File: src/rtl/adc128s022_cmd_ctrl.sv
// Command-driven controller for the ADC128S022: a start edge on the NIOS command word runs an
// address frame and a data frame, then publishes the 12-bit result with its channel and valid flag.
module adc128s022_cmd_ctrl #(
    parameter int CLK_DIV = 10
) (
    input  logic        clk_clk,
    input  logic        reset_reset_n,
    input  logic [3:0]  i_adc_cmd,
    output logic [11:0] o_adc_data,
    output logic [3:0]  o_adc_channel_data_valid,
    output logic        o_busy,
    output logic        o_adc_cs_n,
    output logic        o_adc_sclk,
    output logic        o_adc_din,
    input  logic        i_adc_dout
);

    localparam int DIV_W = $clog2(CLK_DIV);
    localparam logic [DIV_W-1:0] DIV_LAST = DIV_W'(CLK_DIV - 1);

    typedef enum logic [2:0] {
        IDLE   = 3'd0,
        FRAME1 = 3'd1,
        GAP    = 3'd2,
        FRAME2 = 3'd3,
        DONE   = 3'd4
    } state_t;

    state_t           state_reg, state_next;
    logic             start_prev_reg;
    logic [2:0]       ch_reg, ch_next;
    logic [DIV_W-1:0] div_cnt_reg, div_cnt_next;
    logic [3:0]       bit_cnt_reg, bit_cnt_next;
    logic [15:0]      shift_reg, shift_next;
    logic             dout_meta_reg, dout_sync_reg;
    logic             cs_n_reg, cs_n_next;
    logic             sclk_reg, sclk_next;
    logic             din_reg, din_next;
    logic [11:0]      data_reg, data_next;
    logic [3:0]       valid_reg, valid_next;
    logic             busy_reg, busy_next;

    logic        start_edge;
    logic        div_last;
    logic        in_frame;
    logic        frame_end;
    logic [15:0] din_word;

    assign start_edge = (state_reg == IDLE) && i_adc_cmd[3] && !start_prev_reg;
    assign div_last   = (div_cnt_reg == DIV_LAST);
    assign in_frame   = (state_reg == FRAME1) || (state_reg == FRAME2);
    assign frame_end  = in_frame && sclk_reg && div_last && (bit_cnt_reg == 4'd0);
    // Built from ch_next so the first DIN bit is right on the start-edge cycle itself.
    assign din_word   = {2'b00, ch_next, 11'b0};

    always_ff @(posedge clk_clk) begin
        if (!reset_reset_n) begin
            state_reg <= IDLE;
        end else begin
            state_reg <= state_next;
        end
    end

    always_comb begin
        state_next = state_reg;
        case (state_reg)
            IDLE:    if (start_edge) state_next = FRAME1;
            FRAME1:  if (frame_end)  state_next = GAP;
            GAP:     if (div_last)   state_next = FRAME2;
            FRAME2:  if (frame_end)  state_next = DONE;
            DONE:    state_next = IDLE;
            default: state_next = IDLE;
        endcase
    end

    always_comb begin
        ch_next      = ch_reg;
        div_cnt_next = div_cnt_reg;
        bit_cnt_next = bit_cnt_reg;
        shift_next   = shift_reg;
        cs_n_next    = cs_n_reg;
        sclk_next    = sclk_reg;
        din_next     = din_reg;
        data_next    = data_reg;
        valid_next   = valid_reg;
        busy_next    = busy_reg;
        case (state_reg)
            IDLE: begin
                if (start_edge) begin
                    ch_next       = i_adc_cmd[2:0];
                    valid_next[3] = 1'b0;
                    busy_next     = 1'b1;
                    cs_n_next     = 1'b0;
                    sclk_next     = 1'b0;
                    div_cnt_next  = '0;
                    bit_cnt_next  = 4'd15;
                    din_next      = din_word[15];
                end
            end
            FRAME1, FRAME2: begin
                div_cnt_next = div_last ? '0 : div_cnt_reg + DIV_W'(1);
                if (div_last) begin
                    if (!sclk_reg) begin
                        sclk_next = 1'b1;
                    end else begin
                        // End of the high phase: capture DOUT, then either open the next bit or close the frame.
                        shift_next = {shift_reg[14:0], dout_sync_reg};
                        if (bit_cnt_reg == 4'd0) begin
                            cs_n_next = 1'b1;
                            din_next  = 1'b0;
                        end else begin
                            bit_cnt_next = bit_cnt_reg - 4'd1;
                            sclk_next    = 1'b0;
                            din_next     = din_word[bit_cnt_reg - 4'd1];
                        end
                    end
                end
            end
            GAP: begin
                div_cnt_next = div_cnt_reg + DIV_W'(1);
                if (div_last) begin
                    cs_n_next    = 1'b0;
                    sclk_next    = 1'b0;
                    div_cnt_next = '0;
                    bit_cnt_next = 4'd15;
                    din_next     = din_word[15];
                end
            end
            DONE: begin
                data_next  = shift_reg[11:0];
                valid_next = {1'b1, ch_reg};
                busy_next  = 1'b0;
                cs_n_next  = 1'b1;
            end
            default: begin
                cs_n_next = 1'b1;
                sclk_next = 1'b1;
            end
        endcase
    end

    always_ff @(posedge clk_clk) begin
        if (!reset_reset_n) begin
            start_prev_reg <= 1'b0;
            ch_reg         <= '0;
            div_cnt_reg    <= '0;
            bit_cnt_reg    <= '0;
            shift_reg      <= '0;
            dout_meta_reg  <= 1'b0;
            dout_sync_reg  <= 1'b0;
            cs_n_reg       <= 1'b1;
            sclk_reg       <= 1'b1;
            din_reg        <= 1'b0;
            data_reg       <= '0;
            valid_reg      <= '0;
            busy_reg       <= 1'b0;
        end else begin
            start_prev_reg <= i_adc_cmd[3];
            ch_reg         <= ch_next;
            div_cnt_reg    <= div_cnt_next;
            bit_cnt_reg    <= bit_cnt_next;
            shift_reg      <= shift_next;
            dout_meta_reg  <= i_adc_dout;
            dout_sync_reg  <= dout_meta_reg;
            cs_n_reg       <= cs_n_next;
            sclk_reg       <= sclk_next;
            din_reg        <= din_next;
            data_reg       <= data_next;
            valid_reg      <= valid_next;
            busy_reg       <= busy_next;
        end
    end

    assign o_adc_cs_n               = cs_n_reg;
    assign o_adc_sclk               = sclk_reg;
    assign o_adc_din                = din_reg;
    assign o_adc_data               = data_reg;
    assign o_adc_channel_data_valid = valid_reg;
    assign o_busy                   = busy_reg;

endmodule
File: config.mk
export PLATFORM = sky130hd
export DESIGN_NAME = adc128s022_cmd_ctrl
export DESIGN_NICKNAME = d
export VERILOG_FILES = /design/src/rtl/adc128s022_cmd_ctrl.sv
export SDC_FILE = /design/constraint.sdc
export NUM_CORES = 1
export LEC_CHECK = 0
export CORE_MARGIN = 2
export CORE_UTILIZATION = 53
export CTS_BUF_LIST = sky130_fd_sc_hd__clkbuf_8 sky130_fd_sc_hd__clkbuf_16
export CTS_CLUSTER_DIAMETER = 50
export DETAILED_ROUTE_END_ITERATION = 8
export GPL_ROUTABILITY_DRIVEN = 0
export GPL_TIMING_DRIVEN = 1
export PLACE_DENSITY = 0.85
export SYNTH_ARGS = -nofsm -noshare
export SYNTH_HDL_FRONTEND = slang
export SYNTH_SLANG_ARGS = --single-unit
File: constraint.sdc
create_clock -name clk_clk -period 1.7 [get_ports clk_clk]
set_input_delay 0.17 -clock clk_clk [delete_from_list [all_inputs] [get_ports clk_clk]]
set_output_delay 0.17 -clock clk_clk [all_outputs]
set_load 0.05 [all_outputs]
---- After elaboration in Yosys (flattened, before gate mapping) ----
Cells that the tools add are included.
storage, ports and cells
  memory bits (writable) .................. 0
  bits of input ports ..................... 7
  memories ................................ 0
  output and inout bits ................... 20
  flip-flop bits (word level) ............. 49
  memory bits (read-only) ................. 0
  logic and storage cells ................. 89
  bits in latches ......................... 0
cells by class
  magnitude comparators ................... 1
  muxes and demuxes ....................... 35
  bitwise logic cells ..................... 1
  add/subtract/negate cells ............... 2
  equal/unequal tests ..................... 13
  reductions and logical operators ........ 22
  multiply operators ...................... 0
  shifts and indexed selects .............. 0
  div/mod/pow operators ................... 0
operator list
  cell                                                                    count
  4-bit 2-to-1 mux                                                        7
  3-bit 2-to-1 mux                                                        6
  2-bit != test (second input constant)                                   8
  1-bit 2-to-1 mux                                                        13
  3-bit one-hot mux with 4 select lines                                   1
  4-bit one-hot mux with 3 select lines                                   1
  5-bit AND reduction                                                     2
  4-bit one-hot mux with 2 select lines                                   1
  4-bit AND reduction                                                     2
  3-bit by 2-bit equality test with 1-bit output (second input constant)  2
  1-bit one-hot mux with 3 select lines                                   2
  6-bit AND reduction                                                     1
  1-bit logical AND                                                       5
  4-bit by 5-bit < comparator with 1-bit output (second input constant)   1
  4-bit by 1-bit adder with 4-bit output (second input constant)          1
  1-bit binary-select mux with 4-bit select                               1
  4-bit equality test (second input constant)                             1
  4-bit zero test                                                         1
  1-bit one-hot mux with 2 select lines                                   2
  1-bit one-hot mux with 4 select lines                                   1
  2-bit AND reduction                                                     2
  2-bit nonzero test                                                      2
  4-bit by 1-bit subtractor with 4-bit output (second input constant)     1
  3-bit by 1-bit equality test with 1-bit output (second input constant)  1
  9 further kinds                                                         9

---- Longest topological paths before layout ----
  word-level depth ........................ 11
  gate-level depth with buffers ........... 7
  depth with buffers taken out ............ 6

---- Least setup slack after synthesis ----
OpenSTA, ideal clock, no wires.
  path kind ............................... register to register
  start point ............................. register sclk_reg, in the netlist o_adc_sclk
  end point ............................... register shift_reg[4]
  buffers on the path ..................... 1
  cell stages (with the launch flop) ...... 6
  required time ........................... 1630 ps
  period minus slack after synthesis ...... 1586 ps
  slack ................................... 114 ps
  setup time .............................. 70 ps
  arrival time ............................ 1515 ps
  cell sequence ........................... dfxtp_1 and2_1 and2_1 clkbuf_1 nand2_1 a21oi_1
between the ends
  cells in the longest elaborated chain, start to end .. 1
RTL lines
  what                                  RTL line  RTL
  from (decl)                           37        logic sclk_reg, sclk_next;
  from (signal assigned)                166       sclk_reg <= sclk_next;
  3-bit AND reduction (no source line)  -
  to (signal assigned)                  162       shift_reg <= shift_next;
  to (decl)                             34        logic [15:0] shift_reg, shift_next;
No other way between the ends.
A chain may end at the register's enable or synchronous reset.

---- Worst setup path after layout ----
  start point ............................. register data_reg[9], in the netlist o_adc_data[9]
  end point ............................... output o_adc_data[9]
RTL lines
  what                    RTL line  RTL
  from (decl)             39        logic [11:0] data_reg, data_next;
  from (signal assigned)  168       data_reg <= data_next;
  to (decl)               9         output logic [11:0] o_adc_data,
No word-level cell between the ends.

==> impl_results.html <==
<table>
<tr><th>Metric</th><th>Value</th></tr>
<tr><th colspan="2">Run status</th></tr>
<tr><td>Outcome</td><td>complete, no violations</td></tr>
<tr><th colspan="2">Logic synthesis</th></tr>
<tr><td>Combined area of all synthesized cells</td><td>approximately 0.0020 mm^2</td></tr>
<tr><td>Adder-cell share of the synthesized area</td><td>0.0190</td></tr>
<tr><td>Synth Area in XOR/XNOR</td><td>0.0133</td></tr>
<tr><td>Synthesized instance count</td><td>238</td></tr>
<tr><td>Predominant post-synthesis flop cell</td><td>sky130_fd_sc_hd__dfxtp_1</td></tr>
<tr><td>Area share of the leading cell type in the synthesized netlist</td><td>0.497</td></tr>
<tr><td>Cells taking the most area after synthesis</td><td>sky130_fd_sc_hd__dfxtp_1 (50%), sky130_fd_sc_hd__nand2_1 (12%), sky130_fd_sc_hd__a21oi_1 (8.9%), sky130_fd_sc_hd__and2_1 (1.9%), sky130_fd_sc_hd__ha_1 (1.9%)</td></tr>
<tr><td>Fraction of registers with async set or reset after synthesis</td><td>0</td></tr>
<tr><td>Yosys Warn Count</td><td>0</td></tr>
<tr><td>Main combinational cell family by area after synthesis</td><td>simple AND/OR/NAND/NOR gates</td></tr>
<tr><td>Average instance area after synthesis</td><td>8.30 um^2</td></tr>
<tr><td>Yosys cell types</td><td>42</td></tr>
<tr><td>Compound-Gate Fraction of Synth Area</td><td>0.166</td></tr>
<tr><td>Simple logic cell fraction of the synthesized area</td><td>0.261</td></tr>
<tr><td>Top post-synthesis cells by count</td><td>sky130_fd_sc_hd__nand2_1 (64), sky130_fd_sc_hd__dfxtp_1 (49), sky130_fd_sc_hd__a21oi_1 (35), sky130_fd_sc_hd__clkbuf_1 (9), sky130_fd_sc_hd__nor2_1 (8)</td></tr>
<tr><td>Number of enable-type register cells in the synthesized netlist</td><td>0</td></tr>
<tr><td>Number of flip-flops and latches in the synthesized netlist</td><td>49</td></tr>
<tr><td>Proportion of synthesized area in mux cells</td><td>0.0101</td></tr>
<tr><td>Leading area contributor after synthesis</td><td>sky130_fd_sc_hd__dfxtp_1</td></tr>
<tr><td>Number of nets produced by synthesis</td><td>between 200 and 250</td></tr>
<tr><td>Most frequent cell after synthesis</td><td>sky130_fd_sc_hd__nand2_1</td></tr>
<tr><td>Share of the yosys chip area belonging to registers</td><td>0.497</td></tr>
<tr><th colspan="2">Worst setup path</th></tr>
<tr><td>Largest fanout on the critical path</td><td>2</td></tr>
<tr><td>Category of cells accounting for the largest share of critical-path delay</td><td>buffers and inverters</td></tr>
<tr><td>Series of cell instances along the critical path</td><td>clkdlybuf4s50_1</td></tr>
<tr><td>Slowest Stage Delay on Critical Path</td><td>around 0.8 ns</td></tr>
<tr><td>Kind of start point of the critical path</td><td>register</td></tr>
<tr><td>Startpoint-to-endpoint class of the critical path</td><td>reg -&gt; out</td></tr>
<tr><td>Data required time of the critical path</td><td>1.53 ns</td></tr>
<tr><td>Library cell contributing the largest single delay on the critical path</td><td>sky130_fd_sc_hd__clkdlybuf4s50_1</td></tr>
<tr><td>Data arrival time of the worst path</td><td>1.46 ns</td></tr>
<tr><td>WP buf/inv</td><td>1</td></tr>
<tr><td>Sort of element at the end of the critical path</td><td>output port</td></tr>
<tr><th colspan="2">Layout</th></tr>
<tr><td>Nets@finish</td><td>280</td></tr>
<tr><td>Post-route cell area</td><td>0.00248 mm^2</td></tr>
<tr><td>Utilization of the core after routing</td><td>0.682</td></tr>
<tr><td>Final antenna diode count</td><td>0</td></tr>
<tr><td>Area grow syn2layout</td><td>25.4%</td></tr>
<tr><td>Layout cell share with drive strength beyond 1</td><td>0.122</td></tr>
<tr><td>Area occupied by registers</td><td>981 um^2</td></tr>
<tr><td>Area of combinational cells with multiple inputs</td><td>968 um^2</td></tr>
<tr><td>Filler cells</td><td>295</td></tr>
<tr><td>Final Non-Filler Cells</td><td>319</td></tr>
<tr><th colspan="2">CTS</th></tr>
<tr><td>Sinks on the clock net</td><td>between 40 and 50</td></tr>
<tr><td>Clock Pin Slew Worst Setup and Hold Paths</td><td>0.09 ns</td></tr>
<tr><td>Number of clock buffers inserted by TritonCTS</td><td>5</td></tr>
<tr><td>Post-CTS Setup Bufs</td><td>0</td></tr>
<tr><td>TritonCTS clock tree</td><td>built</td></tr>
<tr><td>Maximum level of the CTS H-tree</td><td>2</td></tr>
<tr><td>Clock latency on the worst-skew pair</td><td>0.31 ns</td></tr>
<tr><td>Master cell of the clock root buffer</td><td>sky130_fd_sc_hd__clkbuf_8</td></tr>
<tr><td>Maximum buffer depth of the clock tree</td><td>2</td></tr>
<tr><th colspan="2">Timing</th></tr>
<tr><td>Setup slack after layout</td><td>0.0666 ns</td></tr>
<tr><td>Hold slack</td><td>about 0.41 ns</td></tr>
<tr><td>Worst clock skew on the final layout</td><td>0.00615 ns</td></tr>
<tr><td>RSZ-0062 raised after global routing</td><td>yes</td></tr>
<tr><td>Fin. Hold Viols</td><td>0</td></tr>
<tr><td>Final critical-path required period</td><td>1.63 ns</td></tr>
<tr><td>Final total negative setup slack</td><td>0 ns</td></tr>
<tr><td>Final worst-path cycle share</td><td>0.961</td></tr>
<tr><td>Max Slew Vio Count</td><td>0</td></tr>
<tr><td>Total setup violations reported at the end of the flow</td><td>0</td></tr>
<tr><td>Slew at the pin with the worst max-slew slack</td><td>around 0.53 ns</td></tr>
<tr><td>Max frequency</td><td>a little over 600 MHz</td></tr>
<tr><td>Tightest slew margin relative to the limit</td><td>0.645</td></tr>
<tr><th colspan="2">Global route</th></tr>
<tr><td>First-pass GRT wire length</td><td>a little over 7000 um</td></tr>
<tr><td>Antenna violations before repair</td><td>0</td></tr>
<tr><td>Maximum number of pins on one net before global-route repair</td><td>40</td></tr>
<tr><td>Via count of the first global-routing pass</td><td>1595</td></tr>
<tr><td>Overflow after GRT</td><td>0</td></tr>
<tr><td>Total track usage</td><td>0.215</td></tr>
<tr><th colspan="2">Floorplan</th></tr>
<tr><td>Floorplan die width</td><td>65.1 um</td></tr>
<tr><td>Num ports</td><td>27</td></tr>
<tr><td>Starting utilization of the core area</td><td>0.544</td></tr>
<tr><td>Site row count</td><td>22</td></tr>
<tr><td>DIE HEIGHT</td><td>65.1 um</td></tr>
<tr><td>Overall die area</td><td>0.00423 mm^2</td></tr>
<tr><td>Floorplan core area</td><td>0.00363 mm^2</td></tr>
<tr><th colspan="2">Drt</th></tr>
<tr><td>Remaining antenna violation count</td><td>0</td></tr>
<tr><td>Iter 0 DRT Violations</td><td>130</td></tr>
<tr><td>Average routed wire per standard cell</td><td>13.0 um</td></tr>
<tr><td>Final WL</td><td>4160 um</td></tr>
<tr><td>Total DRC errors in the routed layout</td><td>0</td></tr>
<tr><td>Via-per-instance ratio</td><td>5.42</td></tr>
<tr><td>Drt pass-1 iters</td><td>4</td></tr>
<tr><td>Via total after detailed routing</td><td>about 1700</td></tr>
<tr><th colspan="2">Min path</th></tr>
<tr><td>Type of the tightest min-delay check</td><td>in -&gt; reg</td></tr>
<tr><th colspan="2">Power</th></tr>
<tr><td>Total power</td><td>2.15 mW</td></tr>
<tr><td>Cell Pwr Density</td><td>868 mW/mm^2</td></tr>
<tr><td>Worst ir drop on vdd</td><td>644 uV</td></tr>
<tr><td>Static Leak</td><td>between 0.8 and 0.9 nW</td></tr>
<tr><th colspan="2">Place</th></tr>
<tr><td>Number of input and output port buffers inserted</td><td>26</td></tr>
<tr><td>Total half-perimeter wirelength after legalization and detailed placement</td><td>around 2900 um</td></tr>
<tr><td>Post-placement worst setup slack</td><td>-0.143 ns</td></tr>
<tr><td>Cells after DPL</td><td>311</td></tr>
<tr><td>Standard cell area after detailed placement</td><td>0.00234 mm^2</td></tr>
<tr><th colspan="2">Job</th></tr>
<tr><td>Max-cap viol count</td><td>0</td></tr>
</table>
[cells by family after synthesis]
kind of cell / count (synthesis)
XOR/XNOR: 3
buffers and inverters: 17
adder cells (fa/ha/maj): 3
flip-flops: 49
AND/OR/NAND/NOR: 108
AO/OA/AOI/OAI: 56
multiplexers: 2
[final cells by class]
class,count,share of cell area
multi-input cells,172,0.391
well taps,48,0.0242
clock buffers,5,0.0278
repair buffers,38,0.144
clock inverters,3,0.0106
flip-flops and latches,49,0.396
inverters,4,0.00606
[power by group]
part / total [mW] / internal (mW) / switching, mW
logic: 0.238 / 0.107 / 0.131
registers: 1.20 / 1.17 / 0.0252
clock network: 0.712 / 0.299 / 0.413
total: 2.15 / 1.58 / 0.569
[what timing repair did]
| item | CTS | global route |
|---|---|---|
| pin swaps | 0 | 0 |
| gates resized for setup | 1 | 6 |
| hold buffers | 0 | 0 |
| gates cloned | 0 | 0 |
| setup endpoints to repair | 1 | 9 |
[path summary, 6_finish.rpt]
kind                                startpoint             end  slack (ns)  cells past startpoint
worst min register to register   dout_meta_reg   dout_sync_reg        0.44                      1
worst max register to register  div_cnt_reg[0]  bit_cnt_reg[1]        0.08                      5
worst min-delay path              i_adc_cmd[0]       ch_reg[0]        0.41                      3
worst max-delay path             o_adc_data[9]   o_adc_data[9]        0.07                      1
[placed cells by master (no fill, tap or decap), types with 2 or more instances in the layout]
| cell | synthesis | routed |
|---|---|---|
| sky130_fd_sc_hd__o21ai_0 | 2 | 2 |
| sky130_fd_sc_hd__and2_1 | 6 | 6 |
| sky130_fd_sc_hd__xnor2_1 | 2 | 2 |
| sky130_fd_sc_hd__o21a_1 | 2 | 2 |
| sky130_fd_sc_hd__mux2i_1 | 2 | 2 |
| sky130_fd_sc_hd__clkbuf_8 | 0 | 5 |
| sky130_fd_sc_hd__inv_1 | 4 | 4 |
| sky130_fd_sc_hd__nor2_1 | 8 | 8 |
| sky130_fd_sc_hd__nand3b_1 | 3 | 3 |
| sky130_fd_sc_hd__and3_1 | 2 | 2 |
| sky130_fd_sc_hd__clkdlybuf4s50_1 | 0 | 24 |
| sky130_fd_sc_hd__o21ai_1 | 5 | 5 |
| sky130_fd_sc_hd__ha_1 | 3 | 3 |
| sky130_fd_sc_hd__nand4_1 | 2 | 2 |
| sky130_fd_sc_hd__nand3_1 | 4 | 4 |
| sky130_fd_sc_hd__buf_4 | 0 | 13 |
| sky130_fd_sc_hd__nand2b_1 | 3 | 3 |
| sky130_fd_sc_hd__nor3_1 | 6 | 6 |
| sky130_fd_sc_hd__dfxtp_1 | 49 | 49 |
| sky130_fd_sc_hd__a21oi_1 | 35 | 35 |
| sky130_fd_sc_hd__clkinvlp_4 | 0 | 2 |
| sky130_fd_sc_hd__nand2_1 | 64 | 63 |
| sky130_fd_sc_hd__o22ai_1 | 2 | 2 |
[per-layer routing]
layer	global-route usage	wire [um]	vias up
li1	-	-	867
met1	0.264	1820	811
met2	0.366	2110	45
met3	0.0538	181	6
met4	0.0729	47	0
met5	0	0	-
No activity file was read; power rests on OpenSTA's default activity.
